<file path="config.mk">
export PLATFORM = sky130hd
export DESIGN_NAME = jtag_tap_ctrl
export DESIGN_NICKNAME = d
export VERILOG_FILES = /design/src/rtl/jtag_pkg.sv /design/src/rtl/jtag_tap_fsm.sv /design/src/rtl/jtag_tap_ctrl.sv
export SDC_FILE = /design/constraint.sdc
export NUM_CORES = 1
export LEC_CHECK = 0
export ABC_CLOCK_PERIOD_IN_PS = 1370
export CORE_MARGIN = 4
export CORE_UTILIZATION = 36
export CTS_CLUSTER_DIAMETER = 100
export DETAILED_ROUTE_END_ITERATION = 7
export PLACE_DENSITY = 0.69
export SYNTH_ARGS = -nofsm -noshare
export SYNTH_HDL_FRONTEND = slang
export SYNTH_SLANG_ARGS = --single-unit
</file>
<file path="constraint.sdc">
create_clock -name tck -period 1.37 [get_ports tck]
set_input_delay 0.2055 -clock tck [delete_from_list [all_inputs] [get_ports tck]]
set_output_delay 0.2055 -clock tck [all_outputs]
set_load 0.05 [all_outputs]
</file>
<file path="src/rtl/jtag_pkg.sv">
// rtl/jtag_pkg.sv - TAP state encoding, instruction opcodes and next-state helper
package jtag_pkg;

    typedef enum logic [3:0] {
        TLR    = 4'h0,
        RTI    = 4'h1,
        SEL_DR = 4'h2,
        CAP_DR = 4'h3,
        SH_DR  = 4'h4,
        EX1_DR = 4'h5,
        PA_DR  = 4'h6,
        EX2_DR = 4'h7,
        UPD_DR = 4'h8,
        SEL_IR = 4'h9,
        CAP_IR = 4'hA,
        SH_IR  = 4'hB,
        EX1_IR = 4'hC,
        PA_IR  = 4'hD,
        EX2_IR = 4'hE,
        UPD_IR = 4'hF
    } tap_state_e;

    // Opcodes shared with the IR block
    localparam logic [3:0] OP_EXTEST  = 4'b0000;
    localparam logic [3:0] OP_SAMPLE  = 4'b0001;
    localparam logic [3:0] OP_IDCODE  = 4'b0010;
    localparam logic [3:0] OP_USER    = 4'b1000;
    localparam logic [3:0] OP_BYPASS  = 4'b1111;
    localparam logic [3:0] IR_CAPTURE = 4'b0101;

    localparam int          IR_LENGTH_DEF    = 4;
    localparam logic [31:0] IDCODE_VALUE_DEF = 32'h0000_0001;

    // IEEE 1149.1 TAP transition table
    function automatic tap_state_e tap_next(input tap_state_e s, input logic tms);
        case (s)
            TLR:     return tms ? TLR    : RTI;
            RTI:     return tms ? SEL_DR : RTI;
            SEL_DR:  return tms ? SEL_IR : CAP_DR;
            CAP_DR:  return tms ? EX1_DR : SH_DR;
            SH_DR:   return tms ? EX1_DR : SH_DR;
            EX1_DR:  return tms ? UPD_DR : PA_DR;
            PA_DR:   return tms ? EX2_DR : PA_DR;
            EX2_DR:  return tms ? UPD_DR : SH_DR;
            UPD_DR:  return tms ? SEL_DR : RTI;
            SEL_IR:  return tms ? TLR    : CAP_IR;
            CAP_IR:  return tms ? EX1_IR : SH_IR;
            SH_IR:   return tms ? EX1_IR : SH_IR;
            EX1_IR:  return tms ? UPD_IR : PA_IR;
            PA_IR:   return tms ? EX2_IR : PA_IR;
            EX2_IR:  return tms ? UPD_IR : SH_IR;
            UPD_IR:  return tms ? SEL_DR : RTI;
            default: return TLR;
        endcase
    endfunction

endpackage

</file>
<file path="src/rtl/jtag_tap_fsm.sv">
// rtl/jtag_tap_fsm.sv - 16-state TAP state machine with state strobe decodes
module jtag_tap_fsm
    import jtag_pkg::*;
(
    input  logic tck,
    input  logic trst,
    input  logic tms,
    output logic state_tlr,
    output logic state_rti,
    output logic state_capture_ir,
    output logic state_shift_ir,
    output logic state_update_ir,
    output logic state_capture_dr,
    output logic state_shift_dr,
    output logic state_update_dr
);

    tap_state_e state_q;
    tap_state_e state_next;

    // State register, trst forces Test-Logic-Reset without a clock
    always_ff @(posedge tck or posedge trst) begin
        if (trst) begin
            state_q <= TLR;
        end else begin
            state_q <= state_next;
        end
    end

    // Next state and one-hot strobe decode of the current state
    always_comb begin
        state_next       = state_q;
        state_tlr        = 1'b0;
        state_rti        = 1'b0;
        state_capture_ir = 1'b0;
        state_shift_ir   = 1'b0;
        state_update_ir  = 1'b0;
        state_capture_dr = 1'b0;
        state_shift_dr   = 1'b0;
        state_update_dr  = 1'b0;

        state_next = tap_next(state_q, tms);

        case (state_q)
            TLR:     state_tlr        = 1'b1;
            RTI:     state_rti        = 1'b1;
            CAP_IR:  state_capture_ir = 1'b1;
            SH_IR:   state_shift_ir   = 1'b1;
            UPD_IR:  state_update_ir  = 1'b1;
            CAP_DR:  state_capture_dr = 1'b1;
            SH_DR:   state_shift_dr   = 1'b1;
            UPD_DR:  state_update_dr  = 1'b1;
            default: ;
        endcase
    end

endmodule

</file>
<file path="src/rtl/jtag_tap_ctrl.sv">
// rtl/jtag_tap_ctrl.sv - TAP controller: FSM, instruction decode, bypass/idcode, TDO mux (option JTAG_IDCODE_REG_EN)
module jtag_tap_ctrl
    import jtag_pkg::*;
#(
    parameter int          IR_LENGTH    = IR_LENGTH_DEF,
    parameter logic [31:0] IDCODE_VALUE = IDCODE_VALUE_DEF
) (
    input  logic                 tck,
    input  logic                 trst,
    input  logic                 tms,
    input  logic                 tdi,
    input  logic [IR_LENGTH-1:0] latched_ir,
    input  logic                 ir_serout,
    input  logic                 dr_serout,
    output logic                 state_tlr,
    output logic                 state_rti,
    output logic                 state_capture_ir,
    output logic                 state_shift_ir,
    output logic                 state_update_ir,
    output logic                 state_capture_dr,
    output logic                 state_shift_dr,
    output logic                 state_update_dr,
    output logic                 sel_extest,
    output logic                 sel_sample,
    output logic                 sel_user,
    output logic                 sel_idcode,
    output logic                 sel_bypass,
    output logic                 tdo,
    output logic                 tdo_oe
);

    logic bypass_q;
    logic bypass_en;
    logic dr_tdo;

    jtag_tap_fsm u_fsm (
        .tck              (tck),
        .trst             (trst),
        .tms              (tms),
        .state_tlr        (state_tlr),
        .state_rti        (state_rti),
        .state_capture_ir (state_capture_ir),
        .state_shift_ir   (state_shift_ir),
        .state_update_ir  (state_update_ir),
        .state_capture_dr (state_capture_dr),
        .state_shift_dr   (state_shift_dr),
        .state_update_dr  (state_update_dr)
    );

    // One-hot DR select; unknown opcodes fall back to bypass
    always_comb begin
        sel_extest = 1'b0;
        sel_sample = 1'b0;
        sel_user   = 1'b0;
        sel_idcode = 1'b0;
        sel_bypass = 1'b0;
        case (latched_ir)
            IR_LENGTH'(OP_EXTEST): sel_extest = 1'b1;
            IR_LENGTH'(OP_SAMPLE): sel_sample = 1'b1;
            IR_LENGTH'(OP_IDCODE): sel_idcode = 1'b1;
            IR_LENGTH'(OP_USER):   sel_user   = 1'b1;
            IR_LENGTH'(OP_BYPASS): sel_bypass = 1'b1;
            default:               sel_bypass = 1'b1;
        endcase
    end

`ifdef JTAG_IDCODE_REG_EN
    logic [31:0] idcode_q;

    assign bypass_en = sel_bypass;

    // IDCODE shift register: load device ID on capture, shift right with tdi into bit31
    always_ff @(posedge tck or posedge trst) begin
        if (trst) begin
            idcode_q <= IDCODE_VALUE;
        end else if (state_capture_dr && sel_idcode) begin
            idcode_q <= IDCODE_VALUE;
        end else if (state_shift_dr && sel_idcode) begin
            idcode_q <= {tdi, idcode_q[31:1]};
        end
    end

    // Serial source for the DR path
    always_comb begin
        dr_tdo = dr_serout;
        if (bypass_en) begin
            dr_tdo = bypass_q;
        end else if (sel_idcode) begin
            dr_tdo = idcode_q[0];
        end
    end
`else
    logic unused_idcode;

    // Without the IDCODE register the IDCODE instruction rides on the bypass bit
    assign bypass_en     = sel_bypass | sel_idcode;
    assign unused_idcode = ^IDCODE_VALUE;

    // Serial source for the DR path
    always_comb begin
        dr_tdo = dr_serout;
        if (bypass_en) begin
            dr_tdo = bypass_q;
        end
    end
`endif

    // Single-bit bypass register: captures 0, then shifts tdi
    always_ff @(posedge tck or posedge trst) begin
        if (trst) begin
            bypass_q <= 1'b0;
        end else if (state_capture_dr && bypass_en) begin
            bypass_q <= 1'b0;
        end else if (state_shift_dr && bypass_en) begin
            bypass_q <= tdi;
        end
    end

    // TDO launched on the falling edge so the probe samples it mid-cycle
    always_ff @(negedge tck or posedge trst) begin
        if (trst) begin
            tdo    <= 1'b0;
            tdo_oe <= 1'b0;
        end else begin
            tdo_oe <= state_shift_ir | state_shift_dr;
            if (state_shift_ir) begin
                tdo <= ir_serout;
            end else if (state_shift_dr) begin
                tdo <= dr_tdo;
            end
        end
    end

endmodule
</file>
Yosys cells after proc, flatten, opt, wreduce, memory -nomap -nowiden:

Index checks and enable logic that the tools add are counted.

* register bits: 7
* input port bits: 10
* output and inout port bits: 15
* logic and storage cells: 65

* eq/ne operators: 18
* muxes and demuxes: 31
* bitwise operators: 2
* reductions and logical operators: 10

Operator list (number)
* $pmux W4 S12: 1
* $eq A4 B4 Y1 const B: 9
* $mux W1: 21
* $eq A4 B3 Y1 const B: 4
* $mux W4: 4
* $eq A4 B2 Y1 const B: 3
* $eq A4 B1 Y1 const B: 2
* $logic_not A4 Y1: 2
* $mux W2: 3
* $mux W3: 2
* $reduce_bool A2 Y1: 2
* $reduce_or A2 Y1: 2
* $reduce_or A4 Y1: 1
* $reduce_or A3 Y1: 1
* $logic_and A1 B1 Y1: 2
* $or A1 B1 Y1: 2

Logic depth before layout (Yosys ltp):

Gate-level depths: netlist of run 1.

* depth in word-level cells: 7
* depth in mapped cells: 5
* depth with buffers taken out: 5

By module:

Synthesis of run 1 repeated with hierarchy kept, for this count alone.

* cells, all modules: 67
* area, all modules: 568.0 µm²

Modules (own cells, without submodules)
* jtag_tap_fsm: times used 1, cells each 45, area an instance 367.9 µm², seq. area each 100.1 µm²
* jtag_tap_ctrl: times used 1, cells each 22, area an instance 200.2 µm², seq. area each 75.1 µm²

==> flow_metrics.py, run 1 <==
metrics = {
    "clock_tree": {
        "htree_num_levels": 1,
        "clk_pin_slew_worst_paths_ps": 60,
        "clockBufferDepth": 2,
        "cts_root_buf": "clkbuf_4",
        "clk_latency_ps": 260,
        "cts_tree": "done",
        "clock_sinks": 7,
        "cts_buffers": 3,
    },
    "die": {
        "rows": 14,
        "die_w_um": 47.94,
        "die_height_um": 47.94,
        "boundaryPins": 25,
        "start_util_pct": 38.12,
        "coreArea_mm2": 0.001506,
        "dieArea_mm2": 0.002298,
    },
    "setup_path": {
        "critPathMaxStageDelay_ps": 420,
        "crit_fanout": 4,
        "critPathLaunchType": "register",
        "crit_type": "register to register",
        "crit_chain": "or3b_4, a21oi_2, o32ai_1",
        "crit_path_end_kind": "register",
        "cp_num_buf_inv": 0,
        "crit_family": "flip-flops",
        "crit_slowest_cell": "dfrtp_1",
        "required_ps": 780,
        "crit_arrival_ps": 1280,
    },
    "cells_and_area": {
        "fin_cells": 137,
        "ff_latch_area_um2": 175.2,
        "nNetsFinal": 132,
        "final_core_util_pct": 92.61,
        "multiInputGateArea_um2": 490.5,
        "fill_cells": 54,
        "drive_gt1_share_pct": 57.02,
        "diodes": 0,
        "area_growth_pct": 142.9,
    },
    "global_route": {
        "grt_max_degree": 18,
        "grt.total_usage_pct": 23.29,
        "antenna_found_initial": 0,
        "grt_pass1_vias": 752,
        "grt_pass1_wl_mm": 3.643,
        "gr-total-overflow": 0,
    },
    "routing": {
        "num_vias": 834,
        "routed_wl_mm": 2.987,
        "drtIter0Drc": 11,
        "wire_per_inst_um": 21.80,
        "ant_nets": 0,
        "drc_errors": 0,
        "viasPerCell": 6.088,
        "dr.pass1.iters": 4,
    },
    "logic_synthesis": {
        "synth_seq_cells": 7,
        "yosys_most_used_dff": "dfrtp_1",
        "ys_seq_area_share_pct": 30.50,
        "synth.cell_area_um2": 574.3,
        "yosys.area.top_type_share_pct": 21.79,
        "syn_nets": 81,
        "synth_top_cell_by_area": "dfrtp_1",
        "yosysMostFrequentCell": "a21oi_1",
        "synth.avg_cell_area_um2": 8.089,
        "synthArstFlopShare_pct": 100.0,
        "yosys_warnings": 0,
        "syn_inst": 71,
        "synth.distinct_cells": 38,
        "synthTopCellsByCount": "6 x a21oi_1, 5 x dfrtp_1, 5 x o21ai_0",
        "synth_edf_count": 0,
        "synth.area.top_cells": "dfrtp_1 22%, dfrtn_1 8.7%, nor4b_1 6.1%",
    },
    "placement": {
        "gp_congestion": 0.7439,
        "place_ws_ps": -731.3,
        "hpwl_mm": 1.546,
        "port_buffers": 24,
        "placed_cells": 125,
    },
    "power": {
        "powerDensity_mw_per_mm2": 2110,
        "ir_worst_vdd_mv": 1.709,
        "power_frac_clock_pct": 6.4,
        "seqPwrFrac_pct": 13.6,
        "p_sw_mw": 1.371,
        "leakage_nw": 0.6047,
        "power.total_mw": 2.943,
        "switching_share_pct": 46.58,
        "internal_power_mw": 1.572,
        "pwr-share-comb_pct": 80.1,
    },
    "sta": {
        "rsz0062_at_grt": "true",
        "finalMaxSlewViolations": 0,
        "max_slew.worst_pin.slew_ps": 323.3,
        "slew_headroom_pct": 78.36,
        "worst_slack_ps": -504.8,
        "finClkSkew_ps": 17.33,
        "setup_violations": 16,
        "hold_violations": 0,
    },
    "flow_run": {
        "maxCapViolCount": 0,
    },
    "hold_path": {
        "worstHoldPathType": "input port to asynchronous set/reset pin",
    },
    "outcome": {
        "status": "finished with violations",
        "failed_checks": "negative setup slack",
    },
}
state kept, by name, indices dropped and copies added, names as in the netlist:
| name | cells |
|---|---|
| bypass_q | 1 |
| u_fsm.state_q | 4 |
| tdo_oe | 1 |
| tdo | 1 |
layout by cell type, fill, tap and decap left out, drive strengths merged, types with 2 or more instances in the layout:
cell type and n:
inv 4, dfrtn 2, nor2 4, o21ai 6, and3 2, clkdlybuf4s50 5, a21oi 6, nor4b 4
buf 44, clkbuf 4, dfrtp 5, nand2 3, dlygate4sd2 4, o211ai 2, nor4 2, nor3b 2
cell type report:
class / count / share of cell area, %
inverter: 5 / 2.242
sequential: 7 / 12.56
clock buffer: 4 / 1.883
tap: 16 / 1.435
multi-input combinational: 52 / 35.16
timing repair buffer: 53 / 46.73
per-stage QoR:
stage | hold slack [ps] | cell area [µm²] | TNS [ps]
floorplan | 8.863 | 723.2 | -1880
global route | 167.5 | 1395 | -5410
CTS | 144.0 | 1346 | -3892
global placement | 400.2 | 1234 | -2425
finish | 157.5 | 1395 | -4778
detailed placement | 414.5 | 1234 | -2803
worst paths after layout:
kind	startpoint	end	slack (ps)	cells after the start
setup / recovery	u_fsm.state_q[2]$_DFF_PP0_	tdo$_DFFE_NP0P_	-500	3
hold / removal	trst	bypass_q$_DFFE_PP0P_	160	2
setup reg to reg	u_fsm.state_q[2]$_DFF_PP0_	tdo$_DFFE_NP0P_	-500	3
hold reg to reg	bypass_q$_DFFE_PP0P_	bypass_q$_DFFE_PP0P_	510	1
max in group asynchronous	trst	tdo$_DFFE_NP0P_	460	2
min in group tck	bypass_q$_DFFE_PP0P_	bypass_q$_DFFE_PP0P_	510	1
per-layer routing:
metal  GRT usage, %  vias up  wire [µm]
met3          6.391       10        194
met5              0        -          0
met1          25.28      413       1049
li1               -      370          -
met2          42.22       41       1639
met4          9.140        0        103
power groups by stage:
stage	Combinational [mW]	Sequential, mW	Clock, mW
floorplan	1.05	0.489	0
global placement	1.89	0.385	0
detailed placement	1.93	0.387	0
finish	2.36	0.400	0.187
global route	2.47	0.405	0.204
CTS	2.12	0.383	0.192
logic make-up (layout without fill, tap and decap cells):
| group | Yosys count | count (layout) | synth area share [%] |
|---|---|---|---|
| DFF | 7 | 7 | 30.50 |
| muxes | 1 | 1 | 1.743 |
| AOI/OAI and AO/OA | 24 | 24 | 27.23 |
| and+or+nand+nor | 27 | 27 | 31.81 |
| buffers and inverters | 12 | 62 | 8.711 |
repair_timing:
item / 4_1_cts / 5_1_grt
hold endpoints to repair: 0 / 0
buffers inserted: 4 / 5
pin swaps: 9 / 6
hold buffers: 0 / 0
setup endpoints to repair: 19 / 16
gates resized for setup: 25 / 4
No activity file was read; power rests on OpenSTA's default activity.
==> run 2: changes to the inputs <==
--- a/config.mk
+++ b/config.mk
@@ -6,7 +6,6 @@
 export NUM_CORES = 1
 export LEC_CHECK = 0
 export ABC_CLOCK_PERIOD_IN_PS = 1370
-export CORE_MARGIN = 4
 export CORE_UTILIZATION = 36
 export CTS_CLUSTER_DIAMETER = 100
 export DETAILED_ROUTE_END_ITERATION = 7
==> flow_metrics.py, run 2 <==
metrics = {
    "logic_synthesis": {
        "yosys.area.top_type_share_pct": 21.79,
        "ys_seq_area_share_pct": 30.50,
        "synth.avg_cell_area_um2": 8.089,
        "synth.area.top_cells": "dfrtp_1 22%, dfrtn_1 8.7%, nor4b_1 6.1%",
        "synth_edf_count": 0,
        "syn_nets": 81,
        "synth.cell_area_um2": 574.3,
        "synth.distinct_cells": 38,
        "yosys_warnings": 0,
        "synth_top_cell_by_area": "dfrtp_1",
        "yosysMostFrequentCell": "a21oi_1",
        "synthTopCellsByCount": "6 x a21oi_1, 5 x dfrtp_1, 5 x o21ai_0",
        "synth_seq_cells": 7,
        "synthArstFlopShare_pct": 100.0,
        "yosys_most_used_dff": "dfrtp_1",
        "syn_inst": 71,
    },
    "die": {
        "die_w_um": 41.94,
        "start_util_pct": 38.12,
        "rows": 14,
        "boundaryPins": 25,
        "die_height_um": 41.94,
    },
    "clock_tree": {
        "cts_root_buf": "clkbuf_4",
        "clockBufferDepth": 2,
        "clock_sinks": 7,
        "htree_num_levels": 1,
        "cts_buffers": 3,
        "hold_buffers": 0,
    },
    "global_route": {
        "antenna_found_initial": 0,
        "grt_max_degree": 18,
    },
    "outcome": {
        "stop_stage": "global routing",
        "status": "stopped before the end",
        "firstError": "[ERROR DPL-0033] detailed placement checks failed during check placement.",
    },
    "sta": {
        "worst-ep-kind": "sequential cell input",
        "postGrtWorstEndpoint": "tdo$_DFFE_NP0P_/D",
    },
    "placement": {
        "gp_congestion": 0.7918,
        "port_buffers": 24,
        "hpwl_mm": 1.451,
        "placed_cells": 123,
        "place_area_mm2": 0.001219,
    },
}
==> run 2: per-stage QoR <==
stage	setup TNS (ps)	setup slack (ps)
after detailed placement	-2799	-734.6
after floorplan	-1880	-551.8
after global placement	-2446	-673.8
after CTS	-4006	-463.3
==> run 2: kinds of logic after synthesis <==
| kind of cell | after synthesis | share of synthesized area, % |
|---|---|---|
| and+or+nand+nor | 27 | 31.81 |
| AOI/OAI and AO/OA | 24 | 27.23 |
| buffers and inverters | 12 | 8.711 |
| DFF | 7 | 30.50 |
| muxes | 1 | 1.743 |
==> run 2: timing repair <==
action / in CTS
pin swaps: 10
buffers inserted: 7
gates cloned: 0
setup endpoints to repair: 20
gates resized for setup: 31
==> run 3: changes to the inputs <==
--- a/config.mk
+++ b/config.mk
@@ -5,11 +5,11 @@
 export SDC_FILE = /design/constraint.sdc
 export NUM_CORES = 1
 export LEC_CHECK = 0
-export ABC_CLOCK_PERIOD_IN_PS = 1370
-export CORE_UTILIZATION = 36
-export CTS_CLUSTER_DIAMETER = 100
+export ABC_CLOCK_PERIOD_IN_PS = 1800
+export CORE_AREA = 2 2 63 65
 export DETAILED_ROUTE_END_ITERATION = 7
-export PLACE_DENSITY = 0.69
+export DIE_AREA = 0 0 65 67
+export PLACE_DENSITY_LB_ADDON = 0.15
 export SYNTH_ARGS = -nofsm -noshare
 export SYNTH_HDL_FRONTEND = slang
 export SYNTH_SLANG_ARGS = --single-unit
==> constraint.sdc (replaced) <==
create_clock -name tck -period 1.8 [get_ports tck]
set_input_delay 0.27 -clock tck [delete_from_list [all_inputs] [get_ports tck]]
set_output_delay 0.27 -clock tck [all_outputs]
set_load 0.05 [all_outputs]
==> flow_metrics.py, run 3 (same netlist as run 1, synthesis figures left out) <==
metrics = {
    "die": {
        "boundaryPins": 25,
        "die_w_um": 65,
        "start_util_pct": 15.93,
        "dieArea_mm2": 0.004355,
        "die_height_um": 67,
        "rows": 22,
        "coreArea_mm2": 0.003606,
    },
    "outcome": {
        "status": "finished with violations",
        "failed_checks": "negative setup slack",
    },
    "cells_and_area": {
        "largest_register_ffs": 4,
        "nNetsFinal": 126,
        "final_cell_mix": "21 x buf_4, 15 x buf_12, 6 x clkdlybuf4s50_1",
        "final_core_util_pct": 36.22,
        "drive_gt1_share_pct": 47.83,
        "largest-register": "u_fsm.state_q",
        "area_growth_pct": 127.5,
        "final_common_cell": "buf_4",
        "fin_area_mm2": 0.001306,
        "diodes": 0,
        "fin_cells": 163,
    },
    "setup_path": {
        "crit_slowest_cell": "or3b_4",
        "crit_arrival_ps": 1210,
        "crit_fanout": 2,
        "critPathMaxStageDelay_ps": 400,
        "crit_chain": "or3b_4, a21oi_2, o32ai_1",
        "crit_type": "register to register",
        "critPathLaunchType": "register",
        "crit_path_end_kind": "register",
        "required_ps": 980,
    },
    "global_route": {
        "grt_pass1_vias": 696,
        "antenna_found_initial": 0,
        "gr-total-overflow": 0,
        "grt_pass1_wl_mm": 3.229,
        "grt_max_degree": 19,
        "grt.total_usage_pct": 9.679,
    },
    "clock_tree": {
        "cts_tree": "done",
        "cts_buffers": 3,
        "hold_buffers": 0,
        "htree_num_levels": 1,
        "clk_latency_ps": 250,
        "clk_pin_slew_worst_paths_ps": 40,
        "cts_root_buf": "clkbuf_8",
        "clock_sinks": 7,
        "clockBufferDepth": 2,
    },
    "sta": {
        "finalSetupTns_ps": -798.1,
        "rsz0062_at_grt": "true",
        "max_slew.worst_pin.slew_ps": 349.4,
        "hold_violations": 0,
        "setup_violations": 4,
        "finalMaxSlewViolations": 0,
        "slew_headroom_pct": 76.64,
        "finClkSkew_ps": 25.00,
        "worst_slack_ps": -226.4,
    },
    "placement": {
        "port_buffers": 24,
        "gp_congestion": 0.6651,
        "placed_cells": 156,
        "place_area_mm2": 0.001199,
        "hpwl_mm": 1.550,
        "place_ws_ps": -537.1,
    },
    "routing": {
        "drc_errors": 0,
        "viasPerCell": 4.362,
        "drtIter0Drc": 14,
        "routed_wl_mm": 1.940,
        "wire_per_inst_um": 11.90,
        "dr.pass1.iters": 4,
        "ant_nets": 0,
        "num_vias": 711,
    },
    "power": {
        "ir_worst_vdd_mv": 0.4079,
        "powerDensity_mw_per_mm2": 1544,
        "leakage_nw": 0.5682,
    },
    "flow_run": {
        "maxCapViolCount": 0,
    },
    "hold_path": {
        "worstHoldPathType": "input port to asynchronous set/reset pin",
    },
}
-- run 3: final timing paths --
check	start	endpoint	slack (ps)	cells after the start
max in group asynchronous	trst	tdo$_DFFE_NP0P_	620	2
worst min register to register	bypass_q$_DFFE_PP0P_	bypass_q$_DFFE_PP0P_	500	1
worst max register to register	u_fsm.state_q[3]$_DFF_PP0_	tdo$_DFFE_NP0P_	-230	3
min in group tck	bypass_q$_DFFE_PP0P_	bypass_q$_DFFE_PP0P_	500	1
worst min-delay path	trst	bypass_q$_DFFE_PP0P_	230	2
worst max-delay path	u_fsm.state_q[3]$_DFF_PP0_	tdo$_DFFE_NP0P_	-230	3
-- run 3: metal layers --
| metal | vias up | global-route usage (%) | share of wire [%] |
|---|---|---|---|
| met1 | 335 | 11.08 | 40 |
| met4 | 0 | 1.596 | 0.36 |
| met5 | - | 0 | 0 |
| met3 | 2 | 2.703 | 5.0 |
| met2 | 20 | 18.04 | 55 |
| li1 | 354 | - | - |
-- run 3: cell type report --
| cell class | count | area (µm²) |
|---|---|---|
| fill | 367 | 2300 |
| inverter | 5 | 26.28 |
| clock buffer | 4 | 45.04 |
| sequential | 7 | 175.2 |
| multi-input combinational | 52 | 425.4 |
| tap | 48 | 60.06 |
| timing repair buffer | 47 | 574.3 |
-- run 3: through the flow --
stage / power (mW) / hold WS (ps)
2_1_floorplan: 1.070 / 73.36
3_3_place_gp: 1.689 / 480.2
3_5_place_dp: 1.698 / 476.4
4_1_cts: 1.985 / 236.0
5_1_grt: 2.155 / 270.2
6_report: 2.016 / 229.3
-- run 3: critical path, delay by kind of cell, from the launching register on --
kind            cells  cell delay, ps
flops               1             370
simple gates        1             400
compound gates      2             210
-- run 3: where the power goes --
part | internal (mW) | switching [mW]
Combinational | 0.749 | 0.761
Clock | 0.153 | 0.0641
Sequential | 0.235 | 0.0549
Total | 1.14 | 0.880
-- run 3: timing repair --
item / in CTS / in global routing
pin swaps: 4 / 3
setup endpoints to repair: 5 / 7
setup buffers: 4 / 0
gates resized for setup: 5 / 6
hold endpoints to repair: 0 / 0
